`config.mk`:
```
export PLATFORM = sky130hd
export DESIGN_NAME = mips_fetch_unit
export DESIGN_NICKNAME = d
export VERILOG_FILES = /design/src/rtl/mips_fetch_unit.sv
export SDC_FILE = /design/constraint.sdc
export NUM_CORES = 1
export LEC_CHECK = 0
export ABC_AREA = 1
export ABC_CLOCK_PERIOD_IN_PS = 1000
export CORE_ASPECT_RATIO = 0.8
export CORE_MARGIN = 2
export CORE_UTILIZATION = 38
export CTS_CLUSTER_SIZE = 25
export DETAILED_ROUTE_END_ITERATION = 6
export GPL_ROUTABILITY_DRIVEN = 0
export PLACE_DENSITY = 0.73
export SYNTH_ARGS = -nofsm -noshare
export SYNTH_HDL_FRONTEND = slang
export SYNTH_SLANG_ARGS = --single-unit
```
`constraint.sdc`:
```
create_clock -name clk -period 1 [get_ports clk]
set_input_delay 0.15 -clock clk [delete_from_list [all_inputs] [get_ports clk]]
set_output_delay 0.15 -clock clk [all_outputs]
set_load 0.005 [all_outputs]
```
`src/rtl/mips_fetch_unit.sv`:
```
`timescale 1ns/1ps
// -----------------------------------------------------------------------------
// mips_fetch_unit
//
// Instruction-fetch stage in front of a synchronous instruction ROM. It owns
// the program counter, drives the ROM address and hides the ROM's one-cycle
// registered-address latency. It also presents a valid-qualified IF/ID
// register to decode, with a decode stall and a branch/jump redirect that
// flushes the register.
//
// Parameters
//   PC_WIDTH  width of the PC and ROM address (byte address, word aligned)
//   RESET_PC  first PC fetched after reset
//
// Ports
//   clk            system clock, rising edge
//   rst_n          asynchronous active-low reset
//   rom_addr       ROM address; the ROM registers it on clk
//   rom_data       ROM word for the address latched on the previous edge
//   stall          decode stall: hold PC and IF/ID
//   redirect       taken branch/jump: load redirect_pc, flush IF/ID
//   redirect_pc    redirect target byte address (low two bits ignored)
//   ifid_instr     IF/ID instruction
//   ifid_pc        IF/ID instruction address
//   ifid_pc_plus4  ifid_pc + 4, modulo 2^PC_WIDTH
//   ifid_valid     IF/ID holds a real instruction
//
// Optional build macro FETCH_PERF_EN adds:
//   perf_fetched   RUN-state edges that load a valid instruction
//   perf_bubbles   RUN-state edges that flush or stall
//
// State table
//   state | meaning
//   PRIME | ROM address register not loaded yet; rom_data is meaningless
//   RUN   | rom_data is the instruction at pc_q
// -----------------------------------------------------------------------------
module mips_fetch_unit #(
    parameter int                     PC_WIDTH = 7,
    parameter logic [PC_WIDTH-1:0]    RESET_PC = '0
) (
    input  logic                  clk,
    input  logic                  rst_n,
    output logic [PC_WIDTH-1:0]   rom_addr,
    input  logic [31:0]           rom_data,
    input  logic                  stall,
    input  logic                  redirect,
    input  logic [PC_WIDTH-1:0]   redirect_pc,
    output logic [31:0]           ifid_instr,
    output logic [PC_WIDTH-1:0]   ifid_pc,
    output logic [PC_WIDTH-1:0]   ifid_pc_plus4,
    output logic                  ifid_valid
`ifdef FETCH_PERF_EN
    ,
    output logic [15:0]           perf_fetched,
    output logic [15:0]           perf_bubbles
`endif
);

    typedef enum logic {
        PRIME = 1'b0,
        RUN   = 1'b1
    } state_t;

    localparam logic [PC_WIDTH-1:0] PC_STEP    = PC_WIDTH'(4);
    localparam logic [PC_WIDTH-1:0] ALIGN_MASK = ~PC_WIDTH'(3);

    state_t               state;
    logic [PC_WIDTH-1:0]  pc_q;
    logic [PC_WIDTH-1:0]  pc_inc;
    logic [PC_WIDTH-1:0]  target;

    assign pc_inc = pc_q + PC_STEP;
    assign target = redirect_pc & ALIGN_MASK;

    // The ROM registers rom_addr, so rom_addr must already be the PC that the
    // next cycle will own: the target on redirect, the same PC on a stall
    // (re-latch so rom_data stays put), otherwise the sequential PC.
    always_comb begin
        rom_addr = pc_q;
        if (redirect) begin
            rom_addr = target;
        end else if (state == RUN && !stall) begin
            rom_addr = pc_inc;
        end
    end

    always_ff @(posedge clk or negedge rst_n) begin
        if (!rst_n) begin
            state         <= PRIME;
            pc_q          <= RESET_PC;
            ifid_instr    <= 32'h0000_0000;
            ifid_pc       <= '0;
            ifid_pc_plus4 <= '0;
            ifid_valid    <= 1'b0;
`ifdef FETCH_PERF_EN
            perf_fetched  <= 16'h0000;
            perf_bubbles  <= 16'h0000;
`endif
        end else begin
            case (state)
                PRIME: begin
                    state <= RUN;
                    if (redirect) begin
                        pc_q <= target;
                    end
                end
                RUN: begin
                    if (redirect) begin
                        // Flush: ifid_pc/ifid_pc_plus4 deliberately hold.
                        pc_q       <= target;
                        ifid_instr <= 32'h0000_0000;
                        ifid_valid <= 1'b0;
`ifdef FETCH_PERF_EN
                        perf_bubbles <= perf_bubbles + 16'h0001;
`endif
                    end else if (stall) begin
`ifdef FETCH_PERF_EN
                        perf_bubbles <= perf_bubbles + 16'h0001;
`endif
                    end else begin
                        pc_q          <= pc_inc;
                        ifid_instr    <= rom_data;
                        ifid_pc       <= pc_q;
                        ifid_pc_plus4 <= pc_inc;
                        ifid_valid    <= 1'b1;
`ifdef FETCH_PERF_EN
                        perf_fetched  <= perf_fetched + 16'h0001;
`endif
                    end
                end
                default: state <= PRIME;
            endcase
        end
    end

endmodule

```
## Word level (Yosys, flattened, before mapping)

Cells that the tools add are included.

- Flip-flop bits (word level): 55
- Input port bits: 43
- Output and inout port bits: 54
- Word-level logic and storage cells: 28

- Add/sub/neg operators: 1
- Equal/unequal tests: 3
- Mux-type cells: 10
- Bitwise gates (word level): 3
- Reductions and logical operators: 5

Operator list:

| operator | count |
|---|---|
| $mux 32 | 2 |
| $mux 7 | 5 |
| $pmux 7 s2 | 1 |
| $add 7x3->7 const B | 1 |
| $reduce_and 2->1 | 2 |
| $ne 3x3->1 const B | 1 |
| $not 1->1 | 3 |
| $reduce_and 3->1 | 1 |
| $mux 1 | 2 |
| $ne 2x1->1 const B | 1 |
| $ne 2x2->1 const B | 1 |
| $logic_and 1x1->1 | 1 |
| $logic_not 1->1 | 1 |

## Logic depth before layout (Yosys ltp)

- Depth after elaboration: 4
- Depth in mapped cells: 8
- Depth with buffers taken out: 6

## Least setup slack after synthesis

No wires, ideal clock.

- Kind: reg2out
- From: register pc_q[2]
- To: output port rom_addr[4]
- Arrival time: 0.990 ns
- Data required time: 0.850 ns
- Slack: -0.140 ns
- Cell stages (with the launch flop): 7
- Path buffers: 0
- Cells stage by stage: dfrtp_1 > ha_1 > nand2_1 > inv_1 > nor2_1 > nand2_2 > nand3_1

- Cells in the longest elaborated chain, start to end: 3

Ends and longest elaborated chain:

| item | line | RTL |
|---|---|---|
| from (decl) | 68 | `logic [PC_WIDTH-1:0] pc_q;` |
| from (signal assigned) | 104 | `pc_q <= target;` |
| from (signal assigned) | 110 | `pc_q <= target;` |
| from (signal assigned) | 121 | `pc_q <= pc_inc;` |
| $add 7x3->7 | 72 | `assign pc_inc = pc_q + PC_STEP;` |
| $mux 7 | 82 | `end else if (state == RUN && !stall) begin` |
| $mux 7 | 80 | `if (redirect) begin` |
| to (decl) | 43 | `output logic [PC_WIDTH-1:0] rom_addr,` |

No other way between the ends.

## Worst setup path after layout

- From: register pc_q[3]
- To: output port rom_addr[4]

The elaborated chain is that of the path after synthesis.

==> metrics.csv <==
stage,metric,value,unit
pwr,powerDensity,1240,mW/mm^2
place,pre_cts_slack,-0.968,ns
layout,multi_input_area,0.00102,sq mm
die,die_h,71.7,microns
sta,setup_ws,-0.547,ns
layout,antenna_cells,0,
pwr,vdd_drop_max,772,uV
drt,dr.max_layer_used,met4,
yosys,async_flop_share,1.00,
clock_network,cts_tree,yes,
clock_network,cts_buffer_depth,2,
global_routing,grt_pass1_vias,2003,
yosys,ys_ff_latch,49,
drt,dr.pass1.iters,4,
setup_path,path_class,register to output pin,
sta,rsz0062_at_grt,yes,
drt,dr.first_iter.drc_count,53,
setup_path,reg2reg_to,ifid_instr[8]$_DFFE_PN0P_,
layout,final_cells,474,
yosys,yosys.cell_count.top_type,nand2_1,
global_routing,overflow,0,
drt,totalWireLength,6460,microns
setup_path,arrival,1.40,ns
yosys,ys_seq_area_frac,0.564,
die,placementRows,24,
die,initial_utilization,0.396,
layout,final_nets,439,
yosys,yosys-top-cells-count,"nand2_1, dfrtp_1, nand3_1, buf_6, buf_4",
drt,wl_met3,392,microns
worst_hold_path,hp-class,input port to asynchronous set/reset pin,
clock_network,cts_buffers,5,
status,outcome,finished with violations,
yosys,synth_area_leader_cell,dfrtp_1,
yosys,syn_avg_cell_area,8.92,sq um
yosys,ys.flop_type,dfrtp_1,
yosys,synth.area.top_cells,"dfrtp_1, nand2_1, nand3_1",
yosys,synth_edf_count,0,
layout,final-seq-area,0.00123,sq mm
yosys,yosysUniqueCellTypes,18,
layout,layout-drive-gt1-share,0.535,
sta,fin_skew,0.00671,ns
place,hpwl,3670,microns
setup_path,worstPathRequired,0.85,ns
die,dieArea,0.00635,sq mm
clock_network,path_clk_slew,0.09,ns
drt,met1_length,2870,microns
pwr,power_frac_comb,0.285,
drt,drcViolationCount,0,
layout,fillers,438,
pwr,p_total,4.81,mW
sta,hold_violations,0,
setup_path,r2r_start,state$_DFF_PN0_,
yosys,synth_area,0.00218,sq mm
clock_network,root_buffer,clkbuf_8,
pwr,power_frac_clock,0.234,
setup_path,r2r_slack,-0.44,ns
yosys,yosys_warnings,0,
pwr,p_seq_frac,0.481,
drt,antenna_left,0,
sta,period_needed,1.55,ns
layout,final_util,0.707,
global_routing,grtUsageTotal,0.200,
setup_path,end_kind,output pin,
drt,viasPerCell,4.63,
place,placed_cells,418,
sta,maxSlewViolCount,0,
setup_path,crit_path_start_kind,register,
place,numPortBuffers,88,
global_routing,antenna_found_initial,0,
global_routing,grt_start_max_net_pins,50,
setup_path,reg2regPathDepth,9,
clock_network,cts.sinks,49,
setup_path,crit_fanout,4,
pwr,intPower,3.44,mW
clock_network,h-tree-depth,2,
pwr,p_switching,1.37,mW
die,core_region_area,0.00550,sq mm
clock_network,worstSkewPairLatency,0.30,ns
status,violations,setup timing,
sta,max_freq,646,MHz
layout,area_growth,78.6,%
run,maxCapViolCount,0,
drt,wl_met2,3130,microns
sta,fin_crit_sh,1.55,
drt,wl_per_cell,13.6,microns
die,die_x,88.6,microns
sta,tns,-19.58,ns
pwr,swShare,0.284,
pwr,p_leak,2.15,nW
die,io-pin-count,97,
global_routing,grt_pass1_wl,9600,microns
yosys,syn_inst,244,
sta,setup_viol,53,
drt,vias,2196,
yosys,synth_top_cell_area_share,0.564,
power by group through the flow:
| stage | logic, mW | registers, mW | clock network (mW) |
|---|---|---|---|
| after floorplan | 0.376 | 2.34 | 0 |
| after CTS | 1.27 | 2.30 | 1.15 |
| after global routing | 1.49 | 2.33 | 1.24 |
| after detailed placement | 1.08 | 2.34 | 0 |
| final | 1.37 | 2.31 | 1.13 |
| after global placement | 1.06 | 2.33 | 0 |
routing by layer:
metal	vias to the layer above	global-route usage
li1	1057	-
met1	1060	0.284
met2	71	0.310
met3	8	0.0484
met4	0	0.0488
met5	-	0
layout make-up:
type,instances,share of cell area
sequential,49,0.316
clock buffer,6,0.0187
inverter,9,0.0126
tap,78,0.0251
clock inverter,2,0.00258
timing repair buffer,157,0.359
multi-input combinational,172,0.263
timing repair inverter,1,0.00290
what timing repair did:
item	in CTS	in global routing
buffers inserted	31	15
hold buffers	1	0
pin swaps	19	9
endpoints found under the hold margin	49	0
gates resized for setup	285	31
gates cloned	7	0
setup endpoints to repair	96	76
worst max-delay path: stages, from the launching register on:
cell and delay, ns:
dfrtp_1 0.44, ha_4 0.20, nor2_1 0.11, nor2_2 0.06, nand2_2 0.08, nand3_2 0.08
buf_2 0.13
layout by cell type, fill, tap and decap left out, drive strengths merged:
cell type,n
a21oi,1
buf,117
clkbuf,6
clkdlybuf4s50,37
clkinv,2
conb,7
dfrtp,49
dlygate4sd2,2
dlygate4sd3,1
ha,1
inv,10
nand2,113
nand3,45
nand4,2
nor2,3
sequential cells by signal, summed over array words and instances (netlist names):
| register | flops |
|---|---|
| ifid_pc_plus4 | 5 |
| ifid_instr | 32 |
| ifid_valid | 1 |
| ifid_pc | 5 |
| state | 1 |
| pc_q | 5 |
logic make-up after synthesis:
family	Yosys count	synth area share
compound gates	1	0.00230
fa+ha+maj	1	0.00575
buf+inv	28	0.100
flops	49	0.564
other cells	2	0.00345
simple gates	163	0.325
worst max-delay path by stage:
stage / start / end / slack (ns) / cells past startpoint
after floorplan: pc_q[2]$_DFFE_PN0P_ / rom_addr[4] / -0.08 / 6
after global placement: stall / rom_addr[4] / -0.94 / 6
after detailed placement: stall / rom_addr[4] / -0.97 / 6
after CTS: state$_DFF_PN0_ / rom_addr[4] / -0.51 / 6
after global routing: pc_q[3]$_DFFE_PN0P_ / rom_addr[4] / -0.63 / 7
final: pc_q[3]$_DFFE_PN0P_ / rom_addr[4] / -0.55 / 6
metrics by stage:
stage               hold WS [ns]  instance area [sq um]
CTS                        0.378                   3770
floorplan                 -0.146                   2220
detailed placement         0.160                   3200
finish                     0.379                   3880
global route               0.393                   3880
global placement           0.158                   3200
(Power assumes the default switching activity.)
